==> src/rtl/imem_pkg.sv <==
// Shared types and constants for the instruction-fetch front end.
// Provides the {pc, instr} bundle carried through the prefetch FIFO.
package imem_pkg;

    localparam int XLEN = 32;
    localparam int ILEN = 32;

    localparam logic [XLEN-1:0] PC_STEP  = 32'd4;
    localparam logic [ILEN-1:0] INSN_NOP = 32'h0000_0013;

    typedef struct packed {
        logic [XLEN-1:0] pc;
        logic [ILEN-1:0] instr;
    } fetch_entry_t;

endpackage

==> src/rtl/fetch_fifo.sv <==
// Synchronous prefetch FIFO of fetch_entry_t; flush beats push and empties it.
// Ports: push_i/pop_i/flush_i control, wdata_i in, rdata_o head, count_o occupancy.
module fetch_fifo
    import imem_pkg::*;
#(
    parameter int DEPTH = 4
) (
    input  logic                       clk,
    input  logic                       rst_n,
    input  logic                       push_i,
    input  logic                       pop_i,
    input  logic                       flush_i,
    input  fetch_entry_t               wdata_i,
    output fetch_entry_t               rdata_o,
    output logic [$clog2(DEPTH):0]     count_o
);

    localparam int AW = $clog2(DEPTH);
    localparam int CW = AW + 1;

    fetch_entry_t        mem_q [DEPTH];
    logic [AW-1:0]       wptr_q, wptr_d;
    logic [AW-1:0]       rptr_q, rptr_d;
    logic [CW-1:0]       count_q, count_d;

    always_comb begin
        wptr_d  = wptr_q;
        rptr_d  = rptr_q;
        count_d = count_q;
        if (flush_i) begin
            // Leave the read pointer alone so the stale head keeps
            // presenting its last value while the FIFO is empty.
            wptr_d  = rptr_q;
            count_d = '0;
        end else begin
            if (push_i) wptr_d = wptr_q + 1'b1;
            if (pop_i)  rptr_d = rptr_q + 1'b1;
            unique case ({push_i, pop_i})
                2'b10:   count_d = count_q + 1'b1;
                2'b01:   count_d = count_q - 1'b1;
                default: count_d = count_q;
            endcase
        end
    end

    always_ff @(posedge clk or negedge rst_n) begin
        if (!rst_n) begin
            wptr_q  <= '0;
            rptr_q  <= '0;
            count_q <= '0;
            for (int i = 0; i < DEPTH; i++) mem_q[i] <= '0;
        end else begin
            wptr_q  <= wptr_d;
            rptr_q  <= rptr_d;
            count_q <= count_d;
            if (push_i && !flush_i) mem_q[wptr_q] <= wdata_i;
        end
    end

    assign rdata_o = mem_q[rptr_q];
    assign count_o = count_q;

endmodule

==> src/rtl/imem_fetch_ctrl.sv <==
// Fetch sequencer: drives iaddr from the fetch PC, buffers {pc, instr} pairs,
// and hands them to decode. Ports: en/redirect_* control, iaddr/idata memory,
// out_valid/out_ready/out_pc/out_instr decode side, misalign and fifo_count status.
module imem_fetch_ctrl
    import imem_pkg::*;
#(
    parameter int          DEPTH    = 4,
    parameter logic [31:0] RESET_PC = 32'h0000_0000
) (
    input  logic                   clk,
    input  logic                   rst_n,
    input  logic                   en,
    input  logic                   redirect_valid,
    input  logic [31:0]            redirect_pc,
    output logic [31:0]            iaddr,
    input  logic [31:0]            idata,
    output logic                   out_valid,
    input  logic                   out_ready,
    output logic [31:0]            out_pc,
    output logic [31:0]            out_instr,
    output logic                   misalign,
    output logic [$clog2(DEPTH):0] fifo_count
);

    localparam int CW = $clog2(DEPTH) + 1;

    logic [XLEN-1:0] fetch_pc_q, fetch_pc_d;
    logic            misalign_q, misalign_d;
    logic            push, pop;
    logic [CW-1:0]   count;
    fetch_entry_t    wdata, head;

    assign out_valid = (count != '0);
    assign pop       = out_valid & out_ready;
    // A pop on the same edge frees a slot, so a full FIFO still streams.
    assign push      = en & ~misalign_q & ~redirect_valid
                     & ((count < CW'(DEPTH)) | pop);

    assign wdata.pc    = fetch_pc_q;
    assign wdata.instr = idata;

    always_comb begin
        fetch_pc_d = fetch_pc_q;
        misalign_d = misalign_q;
        if (redirect_valid) begin
            fetch_pc_d = {redirect_pc[31:2], 2'b00};
            misalign_d = |redirect_pc[1:0];
        end else if (push) begin
            fetch_pc_d = fetch_pc_q + PC_STEP;
        end
    end

    always_ff @(posedge clk or negedge rst_n) begin
        if (!rst_n) begin
            fetch_pc_q <= RESET_PC;
            misalign_q <= 1'b0;
        end else begin
            fetch_pc_q <= fetch_pc_d;
            misalign_q <= misalign_d;
        end
    end

    fetch_fifo #(
        .DEPTH (DEPTH)
    ) u_fifo (
        .clk     (clk),
        .rst_n   (rst_n),
        .push_i  (push),
        .pop_i   (pop),
        .flush_i (redirect_valid),
        .wdata_i (wdata),
        .rdata_o (head),
        .count_o (count)
    );

    assign iaddr      = fetch_pc_q;
    assign out_pc     = head.pc;
    assign out_instr  = head.instr;
    assign misalign   = misalign_q;
    assign fifo_count = count;

endmodule
==> config.mk <==
export PLATFORM = sky130hd
export DESIGN_NAME = imem_fetch_ctrl
export DESIGN_NICKNAME = d
export VERILOG_FILES = /design/src/rtl/imem_pkg.sv /design/src/rtl/fetch_fifo.sv /design/src/rtl/imem_fetch_ctrl.sv
export SDC_FILE = /design/constraint.sdc
export NUM_CORES = 1
export LEC_CHECK = 0
export CELL_PAD_IN_SITES_DETAIL_PLACEMENT = 1
export CELL_PAD_IN_SITES_GLOBAL_PLACEMENT = 2
export CORE_MARGIN = 2
export CORE_UTILIZATION = 43
export CTS_CLUSTER_DIAMETER = 40
export CTS_CLUSTER_SIZE = 16
export DETAILED_ROUTE_END_ITERATION = 16
export HOLD_SLACK_MARGIN = 0.03
export PLACE_DENSITY_LB_ADDON = 0.1
export SYNTH_ARGS = -nofsm -noshare
export SYNTH_HDL_FRONTEND = slang
export SYNTH_SLANG_ARGS = --single-unit
==> constraint.sdc <==
create_clock -name clk -period 5.71 [get_ports clk]
set_input_delay 1.142 -clock clk [delete_from_list [all_inputs] [get_ports clk]]
set_output_delay 1.142 -clock clk [all_outputs]
set_load 0.01 [all_outputs]
**Word-level counts from Yosys, hierarchy flattened**

Cells that the tools add are included.

- Register bits: 296
- Latch bits: 0
- RAM bits: 0
- ROM bits: 0
- Input port bits: 69
- Output and inout bits: 101
- Memories kept: 0

- $add $sub $neg: 5
- Multiply operators: 0
- Divide/modulo/power cells: 0
- Order comparisons: 4
- Equal/unequal tests: 2
- Shifts and indexed selects: 0
- Mux-type cells: 12
- Bitwise logic cells: 9
- Reduce and logical (&&, ||, !) cells: 8

Operators with widths:

| kind | count |
|---|---|
| $bwmux 256 | 1 |
| $mux 64 | 3 |
| $bmux 64 s2 | 1 |
| $demux 64 s2 | 1 |
| $mux 32 | 2 |
| $add 32x3->32 const B | 1 |
| $ge 3x3->1 const B | 2 |
| $not 2->3 | 2 |
| $pmux 3 s2 | 1 |
| $reduce_bool 3->1 | 2 |
| $add 2x1->2 const B | 2 |
| $and 1x1->1 | 4 |
| $mux 2 | 2 |
| $add 3x1->3 const B | 1 |
| $lt 3x1->1 const B | 1 |
| $lt 3x3->1 const B | 1 |
| $mux 3 | 1 |
| $sub 3x1->3 const B | 1 |
| $eq 2x1->1 const B | 1 |
| $eq 2x2->1 const B | 1 |
| $logic_and 1x1->1 | 2 |
| $not 1->1 | 2 |
| $reduce_and 2->1 | 1 |
| $reduce_bool 2->1 | 1 |
| 3 further kinds | 3 |

**Depth between registers and ports, before layout**

- Depth after elaboration: 7
- Mapped depth: 10

**Modules after synthesis**

Synthesis repeated with hierarchy kept, for this count alone.

- Cell total of the unflattened synthesis: 910
- Area, all modules: 14,800.4 µm²

By module, submodules not included:

| module | times used | cells each | area an instance (µm²) | seq. area each (µm²) |
|---|---|---|---|---|
| fetch_fifo | 1 | 658 | 12,719.7 | 6,581.3 |
| imem_fetch_ctrl | 1 | 252 | 2,080.7 | 775.7 |

**Worst setup path before layout**

Ideal clock, no wire load.

- Path type: input -> register
- Start point: input port en
- End point: register u_fifo.count_q[2], in the netlist u_fifo.count_o[2]
- Setup time: 132 ps
- Data arrival time: 2,734 ps
- Slack: 2,845 ps
- Cell stages on the path: 10
- Path through: nor2b_1 clkbuf_1 nand2_2 nor2_1 nor2_1 fa_1 a211oi_1 o21bai_1 xnor2_1 nor2_1

- Longest elaborated chain between the ends: 6
- Elaborated cells on any way between the ends: 8
- Those cells by class: eq/ne: 2; mux: 2; bitwise: 3; reduce/logical: 1

Ends and longest elaborated chain:

| element | RTL line | RTL |
|---|---|---|
| from (decl) | imem_fetch_ctrl.sv:12 | `input logic en,` |
| $and 1x1->1 * (2 in series) | imem_fetch_ctrl.sv:36 | `assign push = en & ~misalign_q & ~redirect_valid` |
| $and 1x1->1 * | imem_fetch_ctrl.sv:37 | `& ((count < CW'(DEPTH)) \| pop);` |
| $eq 2x1->1 / $eq 2x2->1 (equally long branches) | fetch_fifo.sv:38 | `unique case ({push_i, pop_i})` |
| $pmux 3 s2 | fetch_fifo.sv:38 |  |
| $mux 3 | fetch_fifo.sv:30 | `if (flush_i) begin` |
| to (signal assigned) | fetch_fifo.sv:55 | `count_q <= count_d;` |
| to (decl) | fetch_fifo.sv:24 | `logic [CW-1:0] count_q, count_d;` |

Every way passes the cells marked *; elsewhere a longest branch is shown, timed or not.
A chain may end at the register's enable or synchronous reset.

**Worst setup path in the final report**

- Start point: register u_fifo.rptr_q[0]
- End point: output port out_pc[31]

- Longest elaborated chain between the ends: 4

Ends and longest elaborated chain:

| element | RTL line | RTL |
|---|---|---|
| from (decl) | fetch_fifo.sv:23 | `logic [AW-1:0] rptr_q, rptr_d;` |
| from (signal assigned) | fetch_fifo.sv:54 | `rptr_q <= rptr_d;` |
| $not 2->3 (implied by the code) | fetch_fifo.sv:60 | `assign rdata_o = mem_q[rptr_q];` |
| $bmux 64 s2 | fetch_fifo.sv:60 |  |
| $mux 64 (implied by the code) (2 in series) | fetch_fifo.sv:60 |  |
| to (decl) | imem_fetch_ctrl.sv:19 | `output logic [31:0] out_pc,` |

Every way passes these cells. The select of a mux whose other input is x is not followed.

==> impl_metrics.py <==
metrics = {
    "clock_network": {
        "cts_setup_buffers": 0,
        "clk_root_buffer_cell": "sky130_fd_sc_hd__clkbuf_16",
        "cts_resized": 0,
        "tritoncts.num_buffers": 44,
        "clk_path_buf_depth": 3,
        "htreeDepth": 2,
        "clock-sinks": 286,
        "cts_tree": "yes",
        "clkSlewWorstSetupHoldPaths_ps": 60,
        "cts_hold_repair.buffers": 0,
        "clock_latency_ps": 520,
    },
    "global_routing": {
        "grt.met2_usage_pct": 32.2,
        "gr-total-overflow": 0,
        "grt_pass1_vias": 8558,
        "grt_max_degree": 127,
        "m1_gr_usage_pct": 27.9,
        "grt_util_all_layers_pct": 19.9,
        "grt_first_pass_wirelength_mm": 49.1,
        "global_route_track_usage_on_met3_pct": 3.41,
        "routing_layer_with_the_top_usage_in_global_route": "met2",
        "initial_antenna_violation_count": 0,
    },
    "logic_synthesis": {
        "post-synth-top-area-cell": "sky130_fd_sc_hd__dfrtp_1",
        "complex_gate_fraction_of_the_synthesized_area_pct": 1.47,
        "synth_seq_area_share_pct": 54.7,
        "ys_seq_elements": 286,
        "synth-async-reset-ratio_pct": 100,
        "synthDistinctLibCells": 47,
        "synth.cell_area_um2": 13100,
        "yosysWarnings": 0,
        "syn_avg_cell_area_um2": 15.2,
        "number_of_flops_mapped_to_enable_cells_by_yosys": 0,
        "synth-adder-area-share_pct": 0.631,
        "yosys-top-cells-area": "sky130_fd_sc_hd__dfrtp_1 55%, sky130_fd_sc_hd__mux2_2 20%, sky130_fd_sc_hd__mux4_2 11%, sky130_fd_sc_hd__buf_6 2.2%, sky130_fd_sc_hd__mux2_1 1.5%",
        "synth_mux_area_share_pct": 32.3,
        "synth_top_family_by_area": "multiplexers",
        "yosys.area_share.xor_xnor_pct": 2.28,
        "synthDominantCellAreaShare_pct": 54.7,
        "post_synth_and_or_nand_nor_area_fraction_pct": 4.63,
        "synthCells": 860,
        "synth_ff_type": "sky130_fd_sc_hd__dfrtp_1",
    },
    "routing": {
        "drt-vias-per-instance": 5.44,
        "postRouteWirelength_mm": 30.2,
        "first_pass_iters": 4,
        "wl_per_cell_um": 21.0,
        "route.vias.total": 7816,
        "drt_iter0_markers": 269,
        "drt_drc_violations_left": 0,
        "ant_nets": 0,
    },
    "outcome": {
        "outcome": "completed",
    },
    "critical_path": {
        "reg2reg_to": "u_fifo.mem_q[214]$_DFFE_PN0P_",
        "cp.buffers_inverters": 2,
        "crit_path_max_incr_delay_ps": 900,
        "crit_required_ps": 4570,
        "worst_setup_path_end_kind": "output port",
        "path_delay_family": "flip-flops",
        "reg2regPathDepth": 5,
        "regToRegSetupSlack_ps": 2770,
        "crit_path_cell_trace": "buf_12, mux4_2, clkdlybuf4s50_1",
        "crit_arrival_ps": 2910,
        "startpoint_type": "flop",
        "cp_max_fo": 33,
        "worst-setup-path-type": "reg -> out",
        "cp_slowest_cell": "sky130_fd_sc_hd__dfrtp_4",
        "timing.rr.start": "misalign$_DFFE_PN0P_",
    },
    "floorplan": {
        "die_w_um": 178,
        "initial_core_util_pct": 43.9,
        "die-height_um": 178,
        "fp-row-count": 63,
        "floorplan.die_area_um2": 31800,
        "io-pin-count": 170,
        "core_area_um2": 29800,
    },
    "place": {
        "buffer_ports.inserted": 165,
        "place.gp.congestion": 0.696,
        "post_dp_cell_area_um2": 14800,
        "hpwlAfterDp_mm": 17.7,
    },
    "timing": {
        "slew_violations": 0,
        "period_share_pct": 70.9,
        "clock.fmax_mhz": 247,
        "final.setup_skew_ps": 10.7,
        "finalSetupViolations": 0,
        "rsz0062_at_grt": "no",
        "worst_slew_pin_slew_ps": 1080,
        "relative_slew_slack_pct": 27.8,
        "fin_worst_hold_slack_ps": 487,
        "setup-tns-final_ps": 0,
        "hold_violations": 0,
        "final_period_minus_worst_setup_slack_ps": 4050,
    },
    "power_and_ir_drop": {
        "pwr-share-seq_pct": 37.6,
        "share_comb_of_total_power_pct": 31.7,
        "power_switching_w": 0.00250,
        "share_clk_of_total_power_pct": 30.8,
        "leak_nw": 7.14,
        "worst_ir_drop_vdd_v": 0.000255,
        "switching_share_pct": 28.0,
        "power_per_cell_area_nw_per_um2": 547,
        "cell_internal_pwr_w": 0.00644,
    },
    "finish": {
        "area_growth_pct": 25.1,
        "design_area_um2": 16400,
        "post-route-util_pct": 54.9,
        "design.final.nets": 1089,
        "post_route_cells_drive_above_1_share_pct": 37.4,
        "insertedDiodeCount": 0,
    },
    "hold_path": {
        "min_delay_path_depth": 1,
        "worst_hold_startpoint": "u_fifo.mem_q[120]$_DFFE_PN0P_",
        "hold-path-endpoint": "u_fifo.mem_q[120]$_DFFE_PN0P_",
        "holdCritPathClass": "reg -> reg",
    },
    "flow_run": {
        "maxCapViolations": 0,
    },
}
-- logic make-up (layout without fill, tap and decap cells) --
family          Yosys count  in the layout
xor+xnor                 34             34
buf+inv                  73            256
flops                   286            286
other cells               1              4
simple gates            111            111
compound gates           35             35
fa+ha+maj                 6              6
mux                     314            314
-- synthesized netlist by cell type, types with 2 or more instances --
master and instances:
sky130_fd_sc_hd__mux4_2 62, sky130_fd_sc_hd__o21ai_0 25, sky130_fd_sc_hd__inv_1 7, sky130_fd_sc_hd__o21ai_1 3, sky130_fd_sc_hd__and4_1 5, sky130_fd_sc_hd__nand2_1 42
sky130_fd_sc_hd__nand4_1 10, sky130_fd_sc_hd__nor2_1 12, sky130_fd_sc_hd__clkbuf_1 16, sky130_fd_sc_hd__o21ai_2 2, sky130_fd_sc_hd__nand3_1 8, sky130_fd_sc_hd__mux2_1 18
sky130_fd_sc_hd__mux2i_1 3, sky130_fd_sc_hd__dfrtp_1 286, sky130_fd_sc_hd__buf_2 12, sky130_fd_sc_hd__clkbuf_2 2, sky130_fd_sc_hd__buf_4 8, sky130_fd_sc_hd__buf_1 3
sky130_fd_sc_hd__buf_6 25, sky130_fd_sc_hd__and2_1 4, sky130_fd_sc_hd__mux2_2 231, sky130_fd_sc_hd__nor2b_1 2, sky130_fd_sc_hd__and3_1 6, sky130_fd_sc_hd__xnor2_1 23
sky130_fd_sc_hd__nor3_1 6, sky130_fd_sc_hd__ha_1 5, sky130_fd_sc_hd__xor2_1 11, sky130_fd_sc_hd__nor4_1 4
-- stage by stage --
stage	power, W	instances	worst slack [ps]
6_report	0.00894	1436	1660
5_1_grt	0.00946	1436	1480
4_1_cts	0.00908	1436	1570
3_5_place_dp	0.00627	1358	1530
3_3_place_gp	0.00619	1358	1600
2_1_floorplan	0.00498	863	2840
-- flip-flops by register name, summed over array words and instances (netlist names) --
signal,flops
u_fifo.mem_q,248
u_fifo.count_o,3
misalign,1
iaddr,30
u_fifo.rptr_q,2
u_fifo.wptr_q,2
-- worst register-to-register path: cells and delay by family (launching register included) --
| kind | cells | cell delay (ps) |
|---|---|---|
| mux | 1 | 450 |
| simple gates | 4 | 1970 |
| flops | 1 | 390 |
-- per-layer routing --
| metal | wire length, um | share of wire (%) |
|---|---|---|
| met2 | 14600 | 48 |
| met1 | 13800 | 46 |
| met5 | 0 | 0 |
| met3 | 1200 | 4.0 |
| met4 | 519 | 1.7 |
-- power by group through the flow --
stage | sequential (W) | clock (W) | combinational (W)
3_5_place_dp | 0.00340 | 0 | 0.00287
6_report | 0.00336 | 0.00275 | 0.00283
5_1_grt | 0.00350 | 0.00291 | 0.00305
2_1_floorplan | 0.00313 | 0 | 0.00185
4_1_cts | 0.00338 | 0.00282 | 0.00289
3_3_place_gp | 0.00337 | 0 | 0.00282
-- layout by cell type, fill, tap and decap left out, types with 3 or more instances in the layout --
| cell type | count |
|---|---|
| sky130_fd_sc_hd__mux4_2 | 62 |
| sky130_fd_sc_hd__and2_4 | 4 |
| sky130_fd_sc_hd__xor2_1 | 11 |
| sky130_fd_sc_hd__dfrtp_1 | 284 |
| sky130_fd_sc_hd__buf_4 | 4 |
| sky130_fd_sc_hd__clkinv_2 | 5 |
| sky130_fd_sc_hd__nand3_1 | 8 |
| sky130_fd_sc_hd__nor2_1 | 12 |
| sky130_fd_sc_hd__nand4_1 | 10 |
| sky130_fd_sc_hd__mux2_2 | 231 |
| sky130_fd_sc_hd__clkbuf_8 | 4 |
| sky130_fd_sc_hd__ha_1 | 5 |
| sky130_fd_sc_hd__mux2_1 | 18 |
| sky130_fd_sc_hd__clkbuf_16 | 45 |
| sky130_fd_sc_hd__mux2i_1 | 3 |
| sky130_fd_sc_hd__nor3_1 | 6 |
| sky130_fd_sc_hd__nand2_1 | 42 |
| sky130_fd_sc_hd__and4_1 | 5 |
| sky130_fd_sc_hd__clkbuf_1 | 3 |
| sky130_fd_sc_hd__o21ai_1 | 3 |
| sky130_fd_sc_hd__clkdlybuf4s50_1 | 163 |
| sky130_fd_sc_hd__xnor2_1 | 23 |
| sky130_fd_sc_hd__and3_1 | 6 |
| sky130_fd_sc_hd__nor4_1 | 4 |
| sky130_fd_sc_hd__bufinv_16 | 6 |
| sky130_fd_sc_hd__inv_1 | 7 |
| sky130_fd_sc_hd__clkinvlp_4 | 6 |
| sky130_fd_sc_hd__o21ai_0 | 25 |
| sky130_fd_sc_hd__conb_1 | 4 |
| sky130_fd_sc_hd__inv_6 | 6 |
-- cell type report --
type	instances	area [um^2]
Fill cell	2859	13400
Timing Repair Buffer	171	1720
Multi-Input combinational cell	504	5430
Tap cell	390	488
Clock buffer	52	1190
Inverter	7	26.3
Clock inverter	26	332
Sequential cell	286	7160
-- worst max-delay path by stage --
stage	from	end	slack, ps	cells past startpoint
global route	u_fifo.rptr_q[0]$_DFFE_PN0P_	out_pc[31]	1480	3
global placement	en	u_fifo.mem_q[28]$_DFFE_PN0P_	1600	6
CTS	u_fifo.rptr_q[0]$_DFFE_PN0P_	out_pc[31]	1570	3
detailed placement	en	u_fifo.mem_q[212]$_DFFE_PN0P_	1530	6
floorplan	en	u_fifo.count_o[2]$_DFFE_PN0P_	2840	10
finish	u_fifo.rptr_q[0]$_DFFE_PN0P_	out_pc[31]	1660	3
Power figures use the tool's default switching activity.
